$ cat config.mk
export PLATFORM = sky130hd
export DESIGN_NAME = kv_table_flat
export DESIGN_NICKNAME = d
export VERILOG_FILES = /design/src/rtl/gpc_pkg.sv /design/src/rtl/kv_table_if.sv /design/src/rtl/kv_match.sv /design/src/rtl/kv_table.sv /design/src/flat_wrapper.sv
export SDC_FILE = /design/constraint.sdc
export NUM_CORES = 1
export LEC_CHECK = 0
export ABC_AREA = 1
export ABC_CLOCK_PERIOD_IN_PS = 4660
export BUFFER_PORTS_ARGS = -buffer_cell sky130_fd_sc_hd__buf_4
export CORE_ASPECT_RATIO = 1.75
export CORE_UTILIZATION = 23
export DETAILED_ROUTE_END_ITERATION = 8
export GPL_TIMING_DRIVEN = 0
export PLACE_DENSITY = 0.52
export SYNTH_ARGS = -nofsm -noshare
export SYNTH_HDL_FRONTEND = slang
export SYNTH_SLANG_ARGS = --single-unit
$ cat constraint.sdc
create_clock -name clk -period 4.66 [get_ports clk]
set_input_delay 1.398 -clock clk [delete_from_list [all_inputs] [get_ports clk]]
set_output_delay 1.398 -clock clk [all_outputs]
set_load 0.005 [all_outputs]
$ cat src/rtl/gpc_pkg.sv
// Shared helpers for packed key/value LUT buses.
// Both the table and the downstream LUT mux use these so the entry layout stays identical.
package gpc_pkg;

  function automatic int kdw(input int kw, input int dw);
    return kw + dw;
  endfunction

  // Low bit of entry i on a packed lut bus; the key sits in the upper kw bits of the slice.
  function automatic int lut_lo(input int i, input int kw, input int dw);
    return i * kdw(kw, dw);
  endfunction

endpackage

$ cat src/rtl/kv_table_if.sv
// Write, lookup and result handshakes plus table status/bus for kv_table.
interface kv_table_if #(
  parameter int NR = 4,
  parameter int KW = 4,
  parameter int DW = 8
);
  localparam int CW = $clog2(NR + 1);

  logic                   wr_valid;
  logic                   wr_ready;
  logic [KW-1:0]          wr_key;
  logic [DW-1:0]          wr_val;
  logic                   clr;
  logic                   lk_valid;
  logic                   lk_ready;
  logic [KW-1:0]          lk_key;
  logic [DW-1:0]          def;
  logic                   rs_valid;
  logic                   rs_ready;
  logic                   rs_hit;
  logic [DW-1:0]          rs_val;
  logic [CW-1:0]          count;
  logic                   full;
  logic [NR*(KW+DW)-1:0]  lut;

  modport master (
    output wr_valid, wr_key, wr_val, clr, lk_valid, lk_key, def, rs_ready,
    input  wr_ready, lk_ready, rs_valid, rs_hit, rs_val, count, full, lut
  );

  modport slave (
    input  wr_valid, wr_key, wr_val, clr, lk_valid, lk_key, def, rs_ready,
    output wr_ready, lk_ready, rs_valid, rs_hit, rs_val, count, full, lut
  );
endinterface

$ cat src/rtl/kv_match.sv
// Combinational key match across the used table entries.
module kv_match #(
  parameter int NR = 4,
  parameter int KW = 4,
  parameter int DW = 8
) (
  input  logic [KW-1:0]         key,
  input  logic [NR-1:0][KW-1:0] keys,
  input  logic [NR-1:0][DW-1:0] vals,
  input  logic [NR-1:0]         used,
  output logic [NR-1:0]         onehot,
  output logic                  hit,
  output logic [DW-1:0]         val
);

  // Keys are unique among used entries, so OR-reducing the matched values selects one.
  always_comb begin
    onehot = '0;
    val    = '0;
    for (int i = 0; i < NR; i++) begin
      if (used[i] && keys[i] == key) begin
        onehot[i] = 1'b1;
        val       = val | vals[i];
      end
    end
  end

  assign hit = |onehot;

endmodule

$ cat src/rtl/kv_table.sv
// Run-time loadable key/value table driving a packed LUT bus,
// with a registered hit/miss lookup path.
module kv_table
  import gpc_pkg::*;
#(
  parameter int NR = 4,
  parameter int KW = 4,
  parameter int DW = 8
) (
  input  logic      clk,
  input  logic      rst,
  kv_table_if.slave bus
);

  localparam int CW  = $clog2(NR + 1);
  localparam int KDW = kdw(KW, DW);

  logic [NR-1:0][KW-1:0] keys;
  logic [NR-1:0][DW-1:0] vals;
  logic [CW-1:0]         cnt;
  logic [NR-1:0]         used;
  logic                  full;

  logic [NR-1:0] w_onehot;
  logic          w_hit;
  logic [DW-1:0] w_val;
  logic [NR-1:0] l_onehot;
  logic          l_hit;
  logic [DW-1:0] l_val;
  logic          unused_match;

  logic          rs_valid;
  logic          rs_hit;
  logic [DW-1:0] rs_val;
  logic          wr_ready;
  logic          lk_ready;
  logic [NR*KDW-1:0] lut_bus;

  always_comb begin
    used = '0;
    for (int i = 0; i < NR; i++) used[i] = (i < int'(cnt));
  end

  kv_match #(.NR(NR), .KW(KW), .DW(DW)) u_wr_match (
    .key(bus.wr_key), .keys(keys), .vals(vals), .used(used),
    .onehot(w_onehot), .hit(w_hit), .val(w_val)
  );

  kv_match #(.NR(NR), .KW(KW), .DW(DW)) u_lk_match (
    .key(bus.lk_key), .keys(keys), .vals(vals), .used(used),
    .onehot(l_onehot), .hit(l_hit), .val(l_val)
  );

  assign unused_match = ^{l_onehot, w_val};

  assign full     = (cnt == CW'(NR));
  assign wr_ready = !bus.clr && (!full || w_hit);
  assign lk_ready = !rs_valid || bus.rs_ready;

  always_ff @(posedge clk or posedge rst) begin
    if (rst) begin
      keys <= '0;
      vals <= '0;
      cnt  <= '0;
    end else if (bus.clr) begin
      keys <= '0;
      vals <= '0;
      cnt  <= '0;
    end else if (bus.wr_valid && wr_ready) begin
      if (w_hit) begin
        for (int i = 0; i < NR; i++)
          if (w_onehot[i]) vals[i] <= bus.wr_val;
      end else begin
        // Not full here (wr_ready), so slot cnt is a valid free entry.
        for (int i = 0; i < NR; i++) begin
          if (CW'(i) == cnt) begin
            keys[i] <= bus.wr_key;
            vals[i] <= bus.wr_val;
          end
        end
        cnt <= cnt + 1'b1;
      end
    end
  end

  // Lookup sees pre-edge table contents; result fields hold while stalled.
  always_ff @(posedge clk or posedge rst) begin
    if (rst) begin
      rs_valid <= 1'b0;
      rs_hit   <= 1'b0;
      rs_val   <= '0;
    end else if (bus.lk_valid && lk_ready) begin
      rs_valid <= 1'b1;
      rs_hit   <= l_hit;
      rs_val   <= l_hit ? l_val : bus.def;
    end else if (bus.rs_ready) begin
      rs_valid <= 1'b0;
    end
  end

  // Unused slots mirror entry 0 so the mux only ever sees a real pair.
  always_comb begin
    lut_bus = '0;
    if (cnt != '0) begin
      for (int i = 0; i < NR; i++)
        lut_bus[lut_lo(i, KW, DW) +: KDW] = used[i] ? {keys[i], vals[i]} : {keys[0], vals[0]};
    end
  end

  assign bus.wr_ready = wr_ready;
  assign bus.lk_ready = lk_ready;
  assign bus.rs_valid = rs_valid;
  assign bus.rs_hit   = rs_hit;
  assign bus.rs_val   = rs_val;
  assign bus.count    = cnt;
  assign bus.full     = full;
  assign bus.lut      = lut_bus;

endmodule
$ cat src/flat_wrapper.sv
// flat-port wrapper written by rule: the top's interface ports become plain ports
module kv_table_flat import gpc_pkg::*;
#(
  parameter int NR = 4,
  parameter int KW = 4,
  parameter int DW = 8
)
  (clk, rst, bus_wr_valid, bus_wr_key, bus_wr_val, bus_clr, bus_lk_valid, bus_lk_key, bus_def, bus_rs_ready, bus_wr_ready, bus_lk_ready, bus_rs_valid, bus_rs_hit, bus_rs_val, bus_count, bus_full, bus_lut);
  kv_table_if #(.NR(NR), .KW(KW), .DW(DW)) bus_i ();
  input  logic clk;
  input  logic rst;
  input wire logic [$bits(bus_i.wr_valid)-1:0] bus_wr_valid;
  input wire logic [$bits(bus_i.wr_key)-1:0] bus_wr_key;
  input wire logic [$bits(bus_i.wr_val)-1:0] bus_wr_val;
  input wire logic [$bits(bus_i.clr)-1:0] bus_clr;
  input wire logic [$bits(bus_i.lk_valid)-1:0] bus_lk_valid;
  input wire logic [$bits(bus_i.lk_key)-1:0] bus_lk_key;
  input wire logic [$bits(bus_i.def)-1:0] bus_def;
  input wire logic [$bits(bus_i.rs_ready)-1:0] bus_rs_ready;
  output wire logic [$bits(bus_i.wr_ready)-1:0] bus_wr_ready;
  output wire logic [$bits(bus_i.lk_ready)-1:0] bus_lk_ready;
  output wire logic [$bits(bus_i.rs_valid)-1:0] bus_rs_valid;
  output wire logic [$bits(bus_i.rs_hit)-1:0] bus_rs_hit;
  output wire logic [$bits(bus_i.rs_val)-1:0] bus_rs_val;
  output wire logic [$bits(bus_i.count)-1:0] bus_count;
  output wire logic [$bits(bus_i.full)-1:0] bus_full;
  output wire logic [$bits(bus_i.lut)-1:0] bus_lut;
  assign bus_i.wr_valid = bus_wr_valid;
  assign bus_i.wr_key = bus_wr_key;
  assign bus_i.wr_val = bus_wr_val;
  assign bus_i.clr = bus_clr;
  assign bus_i.lk_valid = bus_lk_valid;
  assign bus_i.lk_key = bus_lk_key;
  assign bus_i.def = bus_def;
  assign bus_i.rs_ready = bus_rs_ready;
  assign bus_wr_ready = bus_i.wr_ready;
  assign bus_lk_ready = bus_i.lk_ready;
  assign bus_rs_valid = bus_i.rs_valid;
  assign bus_rs_hit = bus_i.rs_hit;
  assign bus_rs_val = bus_i.rs_val;
  assign bus_count = bus_i.count;
  assign bus_full = bus_i.full;
  assign bus_lut = bus_i.lut;
  kv_table #(.NR(NR), .KW(KW), .DW(DW)) u_core (.clk(clk), .rst(rst), .bus(bus_i));
endmodule
======== Word level (Yosys, flattened, before mapping) ========
Index checks and enable logic that the tools add are counted.
word-level totals
  register bits ........................... 61
  input port bits ......................... 30
  output and inout bits ................... 64
  logic and storage cells ................. 116
operators by class
  $add $sub $neg .......................... 1
  order comparisons ....................... 4
  equal/unequal tests ..................... 17
  mux-type cells .......................... 40
  bitwise gates (word level) .............. 3
  reductions and logical operators ........ 39
operators with widths
  kind                                                                 count
  8-bit two-way mux                                                    13
  32-bit two-way mux                                                   3
  16-bit two-way mux                                                   3
  48-bit two-way mux                                                   1
  12-bit two-way mux                                                   3
  4-bit == test                                                        8
  8-bit OR                                                             3
  3-bit AND reduction                                                  8
  4-bit two-way mux                                                    4
  3-bit nonzero test                                                   5
  3-bit != test, second input constant                                 4
  2-bit nonzero test                                                   6
  1-bit logical AND                                                    11
  1-bit two-way mux                                                    10
  3-bit two-way mux                                                    3
  4-bit OR reduction                                                   2
  2-bit by 3-bit == test with 1-bit output, first input constant       2
  1-bit by 3-bit < comparator with 1-bit output, first input constant  2
  2-bit by 3-bit < comparator with 1-bit output, first input constant  2
  3-bit by 1-bit adder with 3-bit output, second input constant        1
  1-bit by 3-bit == test with 1-bit output, first input constant       1
  3-bit == test, second input constant                                 1
  1-bit zero test                                                      3
  3-bit zero test                                                      1
  3 further kinds                                                      4

======== Logic depth before layout (Yosys ltp) ========
  depth in word-level cells ............... 10
  depth in mapped cells ................... 14
  mapped depth without buffers ............ 14

======== Cells and area by module ========
Synthesis repeated with hierarchy kept, for this count alone.
second synthesis, totals
  cell total of the unflattened synthesis .. 747
  area, all modules ....................... 4820.9 um^2
modules (own cells, without submodules)
  module    times used  cells an instance  area each (um^2)  seq. area each (um^2)
  kv_table  1           471                3394.5            1526.5
  kv_match  2           138                713.2             0.0

======== Least setup slack after synthesis ========
No wires, ideal clock.
  kind .................................... input port to output port
  from .................................... in bus_wr_key[3]
  to ...................................... out bus_wr_ready
  data arrival time ....................... 2.031 ns
  required time ........................... 3.262 ns
  path slack .............................. 1.231 ns
  cell stages on the path ................. 9
  path buffers ............................ 0
  cell sequence ........................... inv_2 -> nand2_1 -> nand2_1 -> inv_1 -> nor2_1 -> nand3_1 -> nand2_1 -> nor2_2 -> a21oi_1
on the way
  longest elaborated chain between the ends .. 6
  elaborated cells on any way between the ends .. 15
  those cells by class .................... eq/ne (4); mux (4); reduce/logical (7)
ends and longest elaborated chain
  what                  RTL line            source
  from (decl)           flat_wrapper.sv:13  input wire logic [$bits(bus_i.wr_key)-1:0] bus_wr_key;
  4-bit == test         kv_match.sv:21      if (used[i] && keys[i] == key) begin
  1-bit logical AND     kv_match.sv:21
  1-bit two-way mux     kv_match.sv:21
  4-bit OR reduction *  kv_match.sv:28      assign hit = |onehot;
  1-bit logical OR *    kv_table.sv:57      assign wr_ready = !bus.clr && (!full || w_hit);
  1-bit logical AND *   kv_table.sv:57
  to (decl)             flat_wrapper.sv:20  output wire logic [$bits(bus_i.wr_ready)-1:0] bus_wr_ready;
Every way passes the cells marked *; elsewhere a longest branch is shown, timed or not.

======== Worst setup path in the final report ========
  from .................................... reg u_core.cnt[0] (netlist: u_core.bus.count[0])
  to ...................................... out bus_lut[22]
on the way
  longest elaborated chain between the ends .. 3
  elaborated cells on any way between the ends .. 4
  those cells by class .................... order compare (1); mux (2); reduce/logical (1)
ends and longest elaborated chain
  what                                           RTL line            source
  from (decl)                                    kv_table.sv:20      logic [CW-1:0] cnt;
  from (signal assigned)                         kv_table.sv:81      cnt <= cnt + 1'b1;
  1-bit by 3-bit < comparator with 1-bit output  kv_table.sv:41      for (int i = 0; i < NR; i++) used[i] = (i < int'(cnt));
  12-bit two-way mux                             kv_table.sv:106     lut_bus[lut_lo(i, KW, DW) +: KDW] = used[i] ? {keys[i], vals[i]} : {keys[0], vals[0]};
  48-bit two-way mux *                           kv_table.sv:104     if (cnt != '0) begin
  to (decl)                                      flat_wrapper.sv:27  output wire logic [$bits(bus_i.lut)-1:0] bus_lut;
Marks and branches as above.

==> flow_summary.json <==
{
  "worst_pin_slew_ns": 0.840,
  "dr.pass1.iters": 5,
  "synth_ff_type": "dfrtp_1",
  "dpl_worst_slack_ns": 0.594,
  "core_um2": 17500,
  "ios": 94,
  "clk_pin_slew_ns": 0.06,
  "worst_clock_skew_ns": 0.00994,
  "grt_pass1_vias": 4596,
  "synthDistinctLibCells": 31,
  "maxSlewViolCount": 0,
  "clock_latency_ns": 0.35,
  "whs_ns": 0.470,
  "post-place-cells": 946,
  "root_buffer": "clkbuf_16",
  "max_freq_mhz": 227,
  "synth_area_leaders": "dfrtp_1 37%, nand2_1 17%, nand3_1 9.3%",
  "crit_type": "reg -> out",
  "hold_violations": 0,
  "ys_seq_area_frac": 0.370,
  "finalCoreUtilization": 0.309,
  "max_slew_margin": 0.440,
  "worstPathArrival_ns": 3.01,
  "grt_setup_unrepaired": "no",
  "rows": 64,
  "p_clk_frac": 0.281,
  "finalWeightedCongestion": 0.991,
  "sw_frac_of_total": 0.418,
  "period_needed_ns": 4.41,
  "finalWirelength_um": 17700,
  "regArea_um2": 1530,
  "yosysTopAreaCell": "dfrtp_1",
  "yosysMostFrequentCell": "nand2_1",
  "avgSynthCellArea_um2": 6.64,
  "via_count": 4603,
  "start_kind": "flop",
  "power_leakage_nw": 2.81,
  "synth_top_cell_area_share": 0.370,
  "grt_overflow": 0,
  "wl_per_cell_um": 18.4,
  "max-cap-violations": 0,
  "seqPwrFrac": 0.302,
  "multi_input_area_um2": 2240,
  "drive_gt1_frac": 0.212,
  "synthesis.nets": 655,
  "dp_hpwl_um": 14000,
  "cts-hold-fix-buffers": 0,
  "setup_viol": 0,
  "drt_iter0_markers": 264,
  "fin_nets": 759,
  "chipHeight_um": 179,
  "cts_tree": "yes",
  "setup_ws_ns": 0.250,
  "ir_worst_vdd_v": 0.000174,
  "worst_setup_path_end_kind": "output port",
  "antenna_found_initial": 0,
  "cts.sinks": 61,
  "ant_nets": 0,
  "stdcell_count": 962,
  "synthArstFlopShare": 1.00,
  "grt_max_degree": 62,
  "grt_pass1_wl_um": 26400,
  "period_share": 0.946,
  "grt.total_usage": 0.201,
  "ctsResizeCount": 0,
  "yosysWarnings": 0,
  "comb_power_share": 0.417,
  "synth_cells": 622,
  "hold_path.class": "reg -> reg",
  "fillerInstances": 1954,
  "syn-cell-area_um2": 4130,
  "critPathRequiredTime_ns": 3.26,
  "outcome": "complete, no violations",
  "port_buffers": 93,
  "via_per_inst": 4.78,
  "drc": 0,
  "numCtsBuffers": 9,
  "cts_max_level": 3,
  "clk_path_buf_depth": 2,
  "start_util": 0.235,
  "syn_to_final_growth_pct": 31.3,
  "post_cts_buffers": 0,
  "die_area_um2": 18500,
  "synth_edf_count": 0,
  "crit_path_max_fanout": 10,
  "internal_power_mw": 1.45,
  "finalInstanceArea_um2": 5420,
  "yosys-top-cells-count": "188 x nand2_1, 77 x nand3_1, 64 x nor2_1, 61 x dfrtp_1, 56 x inv_1",
  "place_area_um2": 5120,
  "power_switching_mw": 1.04,
  "power_mw": 2.48,
  "fp.dieW_um": 103,
  "n_antenna_cell": 0,
  "p_per_area_nw_per_um2": 458,
  "setup_tns_ns": 0,
  "synth-seq-cells": 61
}
per-layer routing:
| layer | share of wire | GRT usage |
|---|---|---|
| met2 | 0.53 | 0.366 |
| met3 | 0.037 | 0.0285 |
| met1 | 0.36 | 0.199 |
| met4 | 0.074 | 0.156 |
| met5 | 0 | 0 |
area by class of cell:
cell class                 count  share of cell area
clock buffer                  10              0.0441
tap                          231              0.0533
inverter                      69              0.0483
timing repair buffer          93               0.129
sequential                    61               0.282
buffer                        21              0.0196
clock inverter                 6              0.0115
multi-input combinational    471               0.413
placed cells by master, fill, tap and decap left out, types with 17 or more instances in the layout:
master and instances:
nand2_1 188, buf_4 93, nand3_1 77, nor2_1 64, dfrtp_1 61, inv_1 55, o21ai_0 39, a21oi_1 33
nand4_1 17
logic make-up (layout without fill, tap and decap cells):
kind of cell / Yosys count / in the layout / synth area share
xor gates and xnor gates: 10 / 10 / 0.0212
and+or+nand+nor: 368 / 368 / 0.397
adders and majority gates: 3 / 3 / 0.00909
DFF: 61 / 61 / 0.370
buffers and inverters: 90 / 199 / 0.0885
AOI/OAI and AO/OA: 90 / 90 / 0.114
worst max-delay path, cell delays in order (launching register included):
cell and delay (ns):
dfrtp_1 0.45, inv_1 0.20, ha_1 0.23, inv_1 0.11
nor2_1 0.40, clkbuf_1 0.56, nor2_1 0.22, inv_1 0.14
o21ai_0 0.15, buf_4 0.20
power groups by stage:
stage	sequential, mW	combinational, mW	clock (mW)
2_1_floorplan	0.723	0.551	0
5_1_grt	0.763	1.14	0.729
4_1_cts	0.751	1.04	0.704
6_report	0.751	1.04	0.698
3_3_place_gp	0.758	1.03	0
3_5_place_dp	0.759	1.04	0
sequential cells by signal (all words and copies together) (netlist names):
signal,count
u_core.vals,32
u_core.keys,16
u_core.bus.rs_val,8
u_core.bus.count,3
u_core.bus.rs_hit,1
u_core.bus.rs_valid,1
final timing paths:
check / startpoint / end / slack, ns / depth (start not counted)
worst min register to register: u_core.vals[17]$_DFFE_PP0P_ / u_core.vals[17]$_DFFE_PP0P_ / 0.47 / 2
worst max-delay path: u_core.bus.count[0]$_DFFE_PP0P_ / bus_lut[22] / 0.25 / 9
min in group asynchronous: rst / u_core.bus.rs_valid$_DFFE_PP0P_ / 1.22 / 2
max in group asynchronous: rst / u_core.vals[6]$_DFFE_PP0P_ / 2.88 / 2
worst min-delay path: u_core.vals[17]$_DFFE_PP0P_ / u_core.vals[17]$_DFFE_PP0P_ / 0.47 / 2
worst max register to register: u_core.bus.count[0]$_DFFE_PP0P_ / u_core.vals[0]$_DFFE_PP0P_ / 2.26 / 11
No activity file was read; power rests on OpenSTA's default activity.
